<file path="src/rtl/rega_timer_if.sv">
// rega_timer_if: sensor, configuration and timer-side signals of the irrigation timer sequencer.
interface rega_timer_if;
  logic       tick_i, start_i, cancel_i, dry_i, tank_ok_i, timer_zero_i;
  logic [3:0] cfg_dm_i, cfg_um_i, cfg_ds_i, cfg_us_i;
  logic       load_o, timer_tick_o, valve_o, done_o, fault_o;
  logic [3:0] preset_dm_o, preset_um_o, preset_ds_o, preset_us_o;
  logic [1:0] seletor_o;
  logic [2:0] state_o;
  modport slave (
    input  tick_i, start_i, cancel_i, dry_i, tank_ok_i, timer_zero_i,
    input  cfg_dm_i, cfg_um_i, cfg_ds_i, cfg_us_i,
    output load_o, timer_tick_o, valve_o, done_o, fault_o,
    output preset_dm_o, preset_um_o, preset_ds_o, preset_us_o, seletor_o, state_o
  );
  modport master (
    output tick_i, start_i, cancel_i, dry_i, tank_ok_i, timer_zero_i,
    output cfg_dm_i, cfg_um_i, cfg_ds_i, cfg_us_i,
    input  load_o, timer_tick_o, valve_o, done_o, fault_o,
    input  preset_dm_o, preset_um_o, preset_ds_o, preset_us_o, seletor_o, state_o
  );
endinterface

</file>
<file path="src/rtl/rega_timer_controller.sv">
// rega_timer_controller: loads the BCD duration, gates 1 Hz ticks to the MM:SS timer, drives the valve and scans digits.
module rega_timer_controller #(
  parameter int SCAN_DIV   = 1000,
  parameter int SETTLE_TKS = 2,
  parameter int PAUSE_MAX  = 60
) (
  input logic        new_clock,
  input logic        reset,
  rega_timer_if.slave bus
);
  typedef enum logic [2:0] {IDLE, LOAD, SETTLE, WATER, PAUSE, DONE, FAULT} state_e;
  localparam int CW = $clog2((PAUSE_MAX > SETTLE_TKS ? PAUSE_MAX : SETTLE_TKS) + 1);
  localparam int SW = $clog2(SCAN_DIV + 1);
  state_e          state_q, state_d;
  logic [CW-1:0]   cnt_q, cnt_d;
  logic [SW-1:0]   scan_q;
  logic [1:0]      sel_q;
  logic [15:0]     preset_q, preset_d;
  logic [15:0]     cfg;
  logic            cfg_ok, accept, scan_wrap;
  assign cfg       = {bus.cfg_dm_i, bus.cfg_um_i, bus.cfg_ds_i, bus.cfg_us_i};
  assign cfg_ok    = bus.cfg_us_i <= 4'd9 && bus.cfg_um_i <= 4'd9 && bus.cfg_ds_i <= 4'd5 && bus.cfg_dm_i <= 4'd5;
  assign accept    = bus.start_i & bus.dry_i;
  assign scan_wrap = scan_q == SW'(SCAN_DIV - 1);
  always_comb begin
    state_d  = state_q;
    preset_d = preset_q;
    case (state_q)
      IDLE, DONE: if (accept) begin
        state_d  = cfg_ok ? LOAD : FAULT;
        preset_d = cfg_ok ? cfg : preset_q;
      end
      LOAD:   state_d = SETTLE;
      SETTLE: state_d = bus.timer_zero_i ? DONE
                      : (bus.tick_i && cnt_q == CW'(SETTLE_TKS - 1)) ? (bus.tank_ok_i ? WATER : PAUSE)
                      : SETTLE;
      WATER:  state_d = bus.timer_zero_i ? DONE : !bus.tank_ok_i ? PAUSE : WATER;
      PAUSE:  state_d = bus.tank_ok_i ? WATER
                      : (bus.tick_i && cnt_q == CW'(PAUSE_MAX - 1)) ? FAULT
                      : PAUSE;
      FAULT:  state_d = FAULT;
      default: state_d = IDLE;
    endcase
    if (bus.cancel_i) begin
      state_d  = IDLE;
      preset_d = preset_q;
    end
    // Tick counter serves SETTLE and PAUSE; any state change restarts it.
    cnt_d = (state_d != state_q || !(state_q inside {SETTLE, PAUSE})) ? '0 : cnt_q + CW'(bus.tick_i);
  end
  always_ff @(posedge new_clock) begin
    if (reset) begin
      state_q  <= IDLE;
      cnt_q    <= '0;
      preset_q <= '0;
      scan_q   <= '0;
      sel_q    <= '0;
    end else begin
      state_q  <= state_d;
      cnt_q    <= cnt_d;
      preset_q <= preset_d;
      scan_q   <= scan_wrap ? '0 : scan_q + SW'(1);
      sel_q    <= sel_q + 2'(scan_wrap);
    end
  end
  assign bus.load_o       = state_q == LOAD;
  assign bus.valve_o      = state_q == WATER;
  assign bus.timer_tick_o = bus.tick_i && state_q == WATER && !bus.timer_zero_i;
  assign bus.done_o       = state_q == DONE;
  assign bus.fault_o      = state_q == FAULT;
  assign bus.state_o      = state_q;
  assign bus.seletor_o    = sel_q;
  assign {bus.preset_dm_o, bus.preset_um_o, bus.preset_ds_o, bus.preset_us_o} = preset_q;
endmodule

</file>
<file path="src/flat_wrapper.sv">
// flat-port wrapper written by rule: the top's interface ports become plain ports
module rega_timer_controller_flat 
#(
  parameter int SCAN_DIV   = 1000,
  parameter int SETTLE_TKS = 2,
  parameter int PAUSE_MAX  = 60
)
  (new_clock, reset, bus_tick_i, bus_start_i, bus_cancel_i, bus_dry_i, bus_tank_ok_i, bus_timer_zero_i, bus_cfg_dm_i, bus_cfg_um_i, bus_cfg_ds_i, bus_cfg_us_i, bus_load_o, bus_timer_tick_o, bus_valve_o, bus_done_o, bus_fault_o, bus_preset_dm_o, bus_preset_um_o, bus_preset_ds_o, bus_preset_us_o, bus_seletor_o, bus_state_o);
  rega_timer_if bus_i ();
  input logic new_clock;
  input logic reset;
  input wire logic [$bits(bus_i.tick_i)-1:0] bus_tick_i;
  input wire logic [$bits(bus_i.start_i)-1:0] bus_start_i;
  input wire logic [$bits(bus_i.cancel_i)-1:0] bus_cancel_i;
  input wire logic [$bits(bus_i.dry_i)-1:0] bus_dry_i;
  input wire logic [$bits(bus_i.tank_ok_i)-1:0] bus_tank_ok_i;
  input wire logic [$bits(bus_i.timer_zero_i)-1:0] bus_timer_zero_i;
  input wire logic [$bits(bus_i.cfg_dm_i)-1:0] bus_cfg_dm_i;
  input wire logic [$bits(bus_i.cfg_um_i)-1:0] bus_cfg_um_i;
  input wire logic [$bits(bus_i.cfg_ds_i)-1:0] bus_cfg_ds_i;
  input wire logic [$bits(bus_i.cfg_us_i)-1:0] bus_cfg_us_i;
  output wire logic [$bits(bus_i.load_o)-1:0] bus_load_o;
  output wire logic [$bits(bus_i.timer_tick_o)-1:0] bus_timer_tick_o;
  output wire logic [$bits(bus_i.valve_o)-1:0] bus_valve_o;
  output wire logic [$bits(bus_i.done_o)-1:0] bus_done_o;
  output wire logic [$bits(bus_i.fault_o)-1:0] bus_fault_o;
  output wire logic [$bits(bus_i.preset_dm_o)-1:0] bus_preset_dm_o;
  output wire logic [$bits(bus_i.preset_um_o)-1:0] bus_preset_um_o;
  output wire logic [$bits(bus_i.preset_ds_o)-1:0] bus_preset_ds_o;
  output wire logic [$bits(bus_i.preset_us_o)-1:0] bus_preset_us_o;
  output wire logic [$bits(bus_i.seletor_o)-1:0] bus_seletor_o;
  output wire logic [$bits(bus_i.state_o)-1:0] bus_state_o;
  assign bus_i.tick_i = bus_tick_i;
  assign bus_i.start_i = bus_start_i;
  assign bus_i.cancel_i = bus_cancel_i;
  assign bus_i.dry_i = bus_dry_i;
  assign bus_i.tank_ok_i = bus_tank_ok_i;
  assign bus_i.timer_zero_i = bus_timer_zero_i;
  assign bus_i.cfg_dm_i = bus_cfg_dm_i;
  assign bus_i.cfg_um_i = bus_cfg_um_i;
  assign bus_i.cfg_ds_i = bus_cfg_ds_i;
  assign bus_i.cfg_us_i = bus_cfg_us_i;
  assign bus_load_o = bus_i.load_o;
  assign bus_timer_tick_o = bus_i.timer_tick_o;
  assign bus_valve_o = bus_i.valve_o;
  assign bus_done_o = bus_i.done_o;
  assign bus_fault_o = bus_i.fault_o;
  assign bus_preset_dm_o = bus_i.preset_dm_o;
  assign bus_preset_um_o = bus_i.preset_um_o;
  assign bus_preset_ds_o = bus_i.preset_ds_o;
  assign bus_preset_us_o = bus_i.preset_us_o;
  assign bus_seletor_o = bus_i.seletor_o;
  assign bus_state_o = bus_i.state_o;
  rega_timer_controller #(.SCAN_DIV(SCAN_DIV), .SETTLE_TKS(SETTLE_TKS), .PAUSE_MAX(PAUSE_MAX)) u_core (.new_clock(new_clock), .reset(reset), .bus(bus_i));
endmodule
</file>
<file path="config.mk">
export PLATFORM = sky130hd
export DESIGN_NAME = rega_timer_controller_flat
export DESIGN_NICKNAME = d
export VERILOG_FILES = /design/src/rtl/rega_timer_if.sv /design/src/rtl/rega_timer_controller.sv /design/src/flat_wrapper.sv
export SDC_FILE = /design/constraint.sdc
export NUM_CORES = 1
export LEC_CHECK = 0
export ABC_AREA = 1
export ABC_CLOCK_PERIOD_IN_PS = 1600
export BUFFER_PORTS_ARGS = -buffer_cell sky130_fd_sc_hd__buf_4
export CORE_MARGIN = 2
export CORE_UTILIZATION = 51
export CTS_BUF_LIST = sky130_fd_sc_hd__clkbuf_16
export DETAILED_ROUTE_END_ITERATION = 10
export PLACE_DENSITY_LB_ADDON = 0.25
export RECOVER_POWER = 100
export SETUP_SLACK_MARGIN = 0.4
export SLEW_MARGIN = 40
export SYNTH_ARGS = -nofsm -noshare
export SYNTH_HDL_FRONTEND = slang
export SYNTH_SLANG_ARGS = --single-unit
</file>
<file path="constraint.sdc">
create_clock -name new_clock -period 1.6 [get_ports new_clock]
set_input_delay 0.24 -clock new_clock [delete_from_list [all_inputs] [get_ports new_clock]]
set_output_delay 0.24 -clock new_clock [all_outputs]
set_load 0.05 [all_outputs]
</file>
== After elaboration in Yosys (flattened, before gate mapping) ==
Cells that the tools add are included.

* Output and inout port bits: 26
* Register bits after elaboration: 37
* Word-level logic and storage cells: 50
* Bits of input ports: 24

* Bitwise operators: 2
* Magnitude comparators: 4
* Add/subtract/negate cells: 3
* Equal/unequal tests: 10
* Multiplexer cells: 10
* Reductions and logical operators: 16

{| class="wikitable"
|+ Operator list
! operator !! number
|-
| 3-bit 2-to-1 mux || 8
|-
| 3-bit one-hot mux with 6 select lines || 1
|-
| 10-bit by 1-bit adder with 10-bit output, second input constant || 1
|-
| 10-bit equality test, second input constant || 1
|-
| 3-bit equality test, second input constant || 3
|-
| 4-bit by 3-bit <= comparator with 1-bit output, second input constant || 2
|-
| 4-bit <= comparator, second input constant || 2
|-
| 1-bit logical AND || 7
|-
| 6-bit by 1-bit adder with 6-bit output || 1
|-
| 3-bit by 2-bit equality test with 1-bit output, second input constant || 2
|-
| 6-bit by 1-bit equality test with 1-bit output, second input constant || 1
|-
| 6-bit equality test, second input constant || 1
|-
| 2-bit OR reduction || 3
|-
| 4-bit AND reduction || 1
|-
| 3-bit by 1-bit equality test with 1-bit output, second input constant || 1
|-
| 3-bit zero test || 1
|-
| 3-bit != test || 1
|-
| 2-bit by 1-bit adder with 2-bit output || 1
|-
| 1-bit zero test || 2
|-
| 2-bit 2-to-1 mux || 1
|-
| 2-bit nonzero test || 1
|-
| 1-bit AND || 1
|-
| 1-bit logical OR || 1
|-
| 1-bit NOT || 1
|}

== Logic depth before layout (Yosys ltp) ==
* Word-level depth: 11
* Depth in mapped cells: 15
* Gate-level depth less buffers: 15

== Least setup slack after synthesis ==
No wires, ideal clock.

* Path kind: register to output
* Start: reg u_core.state_q[1], in the netlist u_core.bus.state_o[1]
* End: out bus_timer_tick_o
* Data required time: 1.360 ns
* Data arrival time: 1.986 ns
* Path buffers: 0
* Path slack: -0.626 ns
* Stages on the path, launching flop included: 3
* Path through: dfxtp_1 > nand3_1 > nor3_1

* Cells in the longest elaborated chain, start to end: 3

{| class="wikitable"
|+ Ends and longest elaborated chain
! item !! line !! text
|-
| start, declared || rega_timer_controller.sv:14 || <nowiki>state_e state_q, state_d;</nowiki>
|-
| start signal, assigned || rega_timer_controller.sv:59 || <nowiki>state_q <= state_d;</nowiki>
|-
| 3-bit by 2-bit equality test with 1-bit output || rega_timer_controller.sv:68 || <nowiki>assign bus.timer_tick_o = bus.tick_i && state_q == WATER && !bus.timer_zero_i;</nowiki>
|-
| 1-bit logical AND (2 in a row) || rega_timer_controller.sv:68 ||
|-
| end, declared || flat_wrapper.sv:23 || <nowiki>output wire logic [$bits(bus_i.timer_tick_o)-1:0] bus_timer_tick_o;</nowiki>
|}

Every way passes these cells.

== Worst setup path after layout ==
* Start: reg u_core.state_q[2], in the netlist u_core.bus.state_o[2]
* End: reg u_core.cnt_q[0]

* Cells in the longest elaborated chain, start to end: 7
* Elaborated cells on any way between the ends: 16
* Those cells by class: 7 x eq/ne; 3 x mux; 6 x reduce/logical

{| class="wikitable"
|+ Ends and longest elaborated chain
! item !! line !! text
|-
| 3-bit equality test / 3-bit zero test (equally long branches) || rega_timer_controller.sv:28 || <nowiki>case (state_q)</nowiki>
|-
| 2-bit OR reduction || rega_timer_controller.sv:28 ||
|-
| 3-bit one-hot mux with 6 select lines || rega_timer_controller.sv:28 ||
|-
| 3-bit 2-to-1 mux || rega_timer_controller.sv:44 || <nowiki>if (bus.cancel_i) begin</nowiki>
|-
| 3-bit != test || rega_timer_controller.sv:49 || <nowiki>cnt_d = (state_d != state_q || !(state_q inside {SETTLE, PAUSE})) ? '0 : cnt_q + CW'(bus.tick_i);</nowiki>
|-
| 1-bit logical OR (*) || rega_timer_controller.sv:49 ||
|-
| 2-bit OR reduction (no source line) (*) || -- ||
|-
| end signal, assigned || rega_timer_controller.sv:60 || <nowiki>cnt_q <= cnt_d;</nowiki>
|-
| end, declared || rega_timer_controller.sv:15 || <nowiki>logic [CW-1:0] cnt_q, cnt_d;</nowiki>
|}

Mark *: on every way between the ends. The rest lies on a longest branch, timed or not.
A chain may end at the register's enable or synchronous reset.

==> metrics.md <==
| Metric | Value |
|---|---|
| # clock sinks | 37 |
| Reg2Reg Depth | 11 |
| Fin util | 0.884 |
| Port bufs | 49 |
| Avg Cell Area, Syn | 6.81 um2 |
| Number of nets in the layout | 360 |
| Row cnt | 21 |
| Hpwl dp | 2.78 mm |
| WL met2 | 2.96 mm |
| Initial Util | 0.524 |
| Worst Path Required | 1.80 ns |
| Status | finished with violations |
| Max_cap viols | 0 |
| Final WS setup | -0.0868 ns |
| Post-Route M1 WL | around 2.1 mm |
| Leakage | 1.35 nW |
| Core Area | 0.00331 mm2 |
| 1st-pass router iterations | 4 |
| CP Launch Point | u_core.bus.state_o[2]$_SDFF_PP0_ |
| Tot Pwr | 2.55 mW |
| Reg clk slew, reported paths | 0.06 ns |
| Fin Hold WS | 0.206 ns |
| FF-to-FF End | u_core.cnt_q[0]$_SDFF_PP0_ |
| Yosys synthesis warning count | 0 |
| Hold buffers post-CTS | 0 |
| Global-route wire length before repair | 7.18 mm |
| Startpoint types | flip-flop |
| Fin. Hold Viols | 0 |
| Max-slew violations | 0 |
| Final wirelength | 5.60 mm |
| Worst path cell trace | inv_4 -> nand3_4 -> clkinvlp_4 -> o21ai_1 -> a21boi_2 -> nand2_1 -> nand3_1 -> nand2_1 -> nor2_2 -> nand2_2 -> nor2_1 |
| 1st-iter DRT viols | 127 |
| Area of the mapped netlist | 0.00174 mm2 |
| Synth Instances | 255 |
| Post-DR vias/cell | approximately 5.3 |
| CP max-delay cell | dfxtp_4 |
| CTS tree | done |
| Top layer in use | met4 |
| Peak supply drop | 0.982 mV |
| Gr ovfl total | 0 |
| Max Clock Skew | 0.00507 ns |
| Area grow syn2layout | 68.7% |
| Worst slew margin | 0.703 |
| GPL Wtd Cong | roughly 0.85 |
| Flops & latches, synth | 37 |
| Fmax | 593 MHz |
| Sequential share of the synthesized area | 0.427 |
| CP Capture Point | u_core.cnt_q[0]$_SDFF_PP0_ |
| CP Max Fanout | 6 |
| CTS Buf Count | 5 |
| Die X | between 60 and 70 um |
| Top-area cell type share of the netlist area | 0.427 |
| Antenna violations before repair | 0 |
| Synth area leaders | dfxtp_1 (43%), nor2_1 (13%), nand2_1 (9.9%) |
| Routed met3 length | 227 um |
| Setup WS pre-CTS | -0.0581 ns |
| Fin crit period | around 1.7 ns |
| All-Layer GR Usage | 0.234 |
| Part of the cycle the worst path needs | 1.05 |
| Die height | 62.3 um |
| Slowest stage delay, CP | approximately 0.41 ns |
| Clk Tree Root Cell | clkbuf_16 |
| Worst min path class | input port to flip-flop |
| RSZ-0062 raised after global routing | yes |
| Critical path arrival | 1.89 ns |
| Yosys top cell by area | dfxtp_1 |
| Worst-margin pin slew | about 0.45 ns |
| # H-tree levels | 2 |
| CP Capture Type | flip-flop |
| CTS max path bufs | 2 |
| # DRC | 0 |
| Syn_nets | 283 |
| Worst Path Class, Setup | flip-flop to flip-flop |
| Wirelength per Cell | 14.8 um |
| Vias in the first global route | 1,659 |
| Clock latency on the worst-skew pair | 0.28 ns |
| Power density over the cells | 869 mW/mm2 |
| Most common cell on crit path | nand2_1 |
| Count of final setup violators | 7 |
| I/O Pins | 50 |
| Share of cells above drive strength 1 | 0.480 |
| Worst R2R Start | u_core.bus.state_o[2]$_SDFF_PP0_ |
| Synth cell types | 25 |
| Vias post-DR | roughly 2,000 |
| Die area | 0.00389 mm2 |
| DRT antenna net count | 0 |
| Reg2Reg Setup Slack | -0.09 ns |
| N_diodes | 0 |
| Largest net degree at the start of global routing | 18 |
| Violated checks | setup timing |
[area by class of cell]
type / instances / area, um2
Multi-Input combinational cell: 181 / 1130
Sequential cell: 37 / 774
Timing Repair Buffer: 74 / 622
Fill cell: 172 / 383
Inverter: 33 / 148
Clock buffer: 5 / 125
Clock inverter: 3 / 68.8
Tap cell: 46 / 57.6
[synthesized netlist by cell type]
master	count
nor2_1	58
nand2_1	46
dfxtp_1	37
inv_1	32
nand3_1	20
o21ai_0	17
a21oi_1	8
nor3_1	7
clkbuf_1	4
ha_1	4
xor2_1	4
nand4_1	2
nor3b_1	2
or2_2	2
xnor2_1	2
a21boi_0	1
a22oi_1	1
a31oi_1	1
and3_1	1
buf_4	1
inv_2	1
nand2_2	1
nor2_2	1
o21a_1	1
o21bai_1	1
[power by group]
group / switching, mW / internal [mW]
registers: 0.0297 / 0.932
logic: 0.179 / 0.135
clock network: 0.373 / 0.897
total: 0.582 / 1.96
[state kept, by name, summed over array words and instances, names as in the netlist]
name and cells:
u_core.bus.seletor_o 2, u_core.bus.state_o 3, u_core.cnt_q 6, u_core.preset_q 16
u_core.scan_q 10
[cell families (layout without fill, tap and decap cells)]
logic type,count (synthesis),in the layout,synth area share
AO/OA/AOI/OAI,30,30,0.0930
flip-flops,37,37,0.427
adder cells (fa/ha/maj),4,4,0.0288
XOR/XNOR,6,6,0.0303
buffers and inverters,38,115,0.0844
AND/OR/NAND/NOR,140,141,0.337
[how the worst min path moves through the flow]
stage	startpoint	end	slack, ns	cells past startpoint
global placement	u_core.scan_q[0]$_SDFF_PP0_	u_core.scan_q[0]$_SDFF_PP0_	0.44	1
global route	bus_cfg_um_i[0]	u_core.preset_q[8]$_SDFFE_PP0P_	0.21	3
detailed placement	u_core.scan_q[0]$_SDFF_PP0_	u_core.scan_q[0]$_SDFF_PP0_	0.45	1
floorplan	bus_cfg_us_i[0]	u_core.preset_q[0]$_SDFFE_PP0P_	0.40	2
CTS	reset	u_core.bus.state_o[2]$_SDFF_PP0_	0.18	2
finish	bus_cfg_um_i[0]	u_core.preset_q[8]$_SDFFE_PP0P_	0.21	3
[layer usage]
layer | up-vias | GRT usage
li1 | 967 | -
met1 | 939 | 0.259
met2 | 69 | 0.417
met3 | 22 | 0.0525
met4 | 0 | 0.128
met5 | - | 0
[worst max-delay path: cells and delay by family (launching register included)]
kind | cells | cell delay, ns
AND/OR/NAND/NOR | 7 | 0.70
flip-flops | 1 | 0.41
buffers and inverters | 2 | 0.19
AO/OA/AOI/OAI | 2 | 0.30
[timing repair]
action,4_1_cts,5_1_grt
buffers inserted,13,10
gates resized for setup,35,61
pin swaps,15,22
setup endpoints to repair,35,41
cloned,0,1
[through the flow]
stage                     instance area [um2]  std cells  setup TNS [ns]
after floorplan                          1830        255          -0.509
after global placement                   2230        347               0
after detailed placement                 2230        347          -0.281
after CTS                                2640        368               0
after global routing                     2930        379          -0.852
final                                    2930        379          -0.274
[cells in the final DEF (no fill, tap or decap), types with 2 or more instances in the layout]
master	n
nand3_2	7
clkbuf_16	5
o21ai_0	11
bufinv_16	2
nand2_1	35
inv_6	2
nand3_1	11
inv_1	20
buf_4	61
nand3_4	2
a21oi_2	5
buf_12	2
inv_4	3
buf_6	11
nand2_2	10
nand4_1	2
dfxtp_2	6
nor3b_2	2
nor2_2	4
o21ai_1	5
or2_4	3
ha_1	2
nor3_4	4
nor3_2	2
dfxtp_4	7
a21oi_1	3
nor2_1	50
inv_2	7
ha_4	2
nand2_4	2
xor2_1	4
dfxtp_1	24
nor2_4	5
Power figures use the tool's default switching activity.
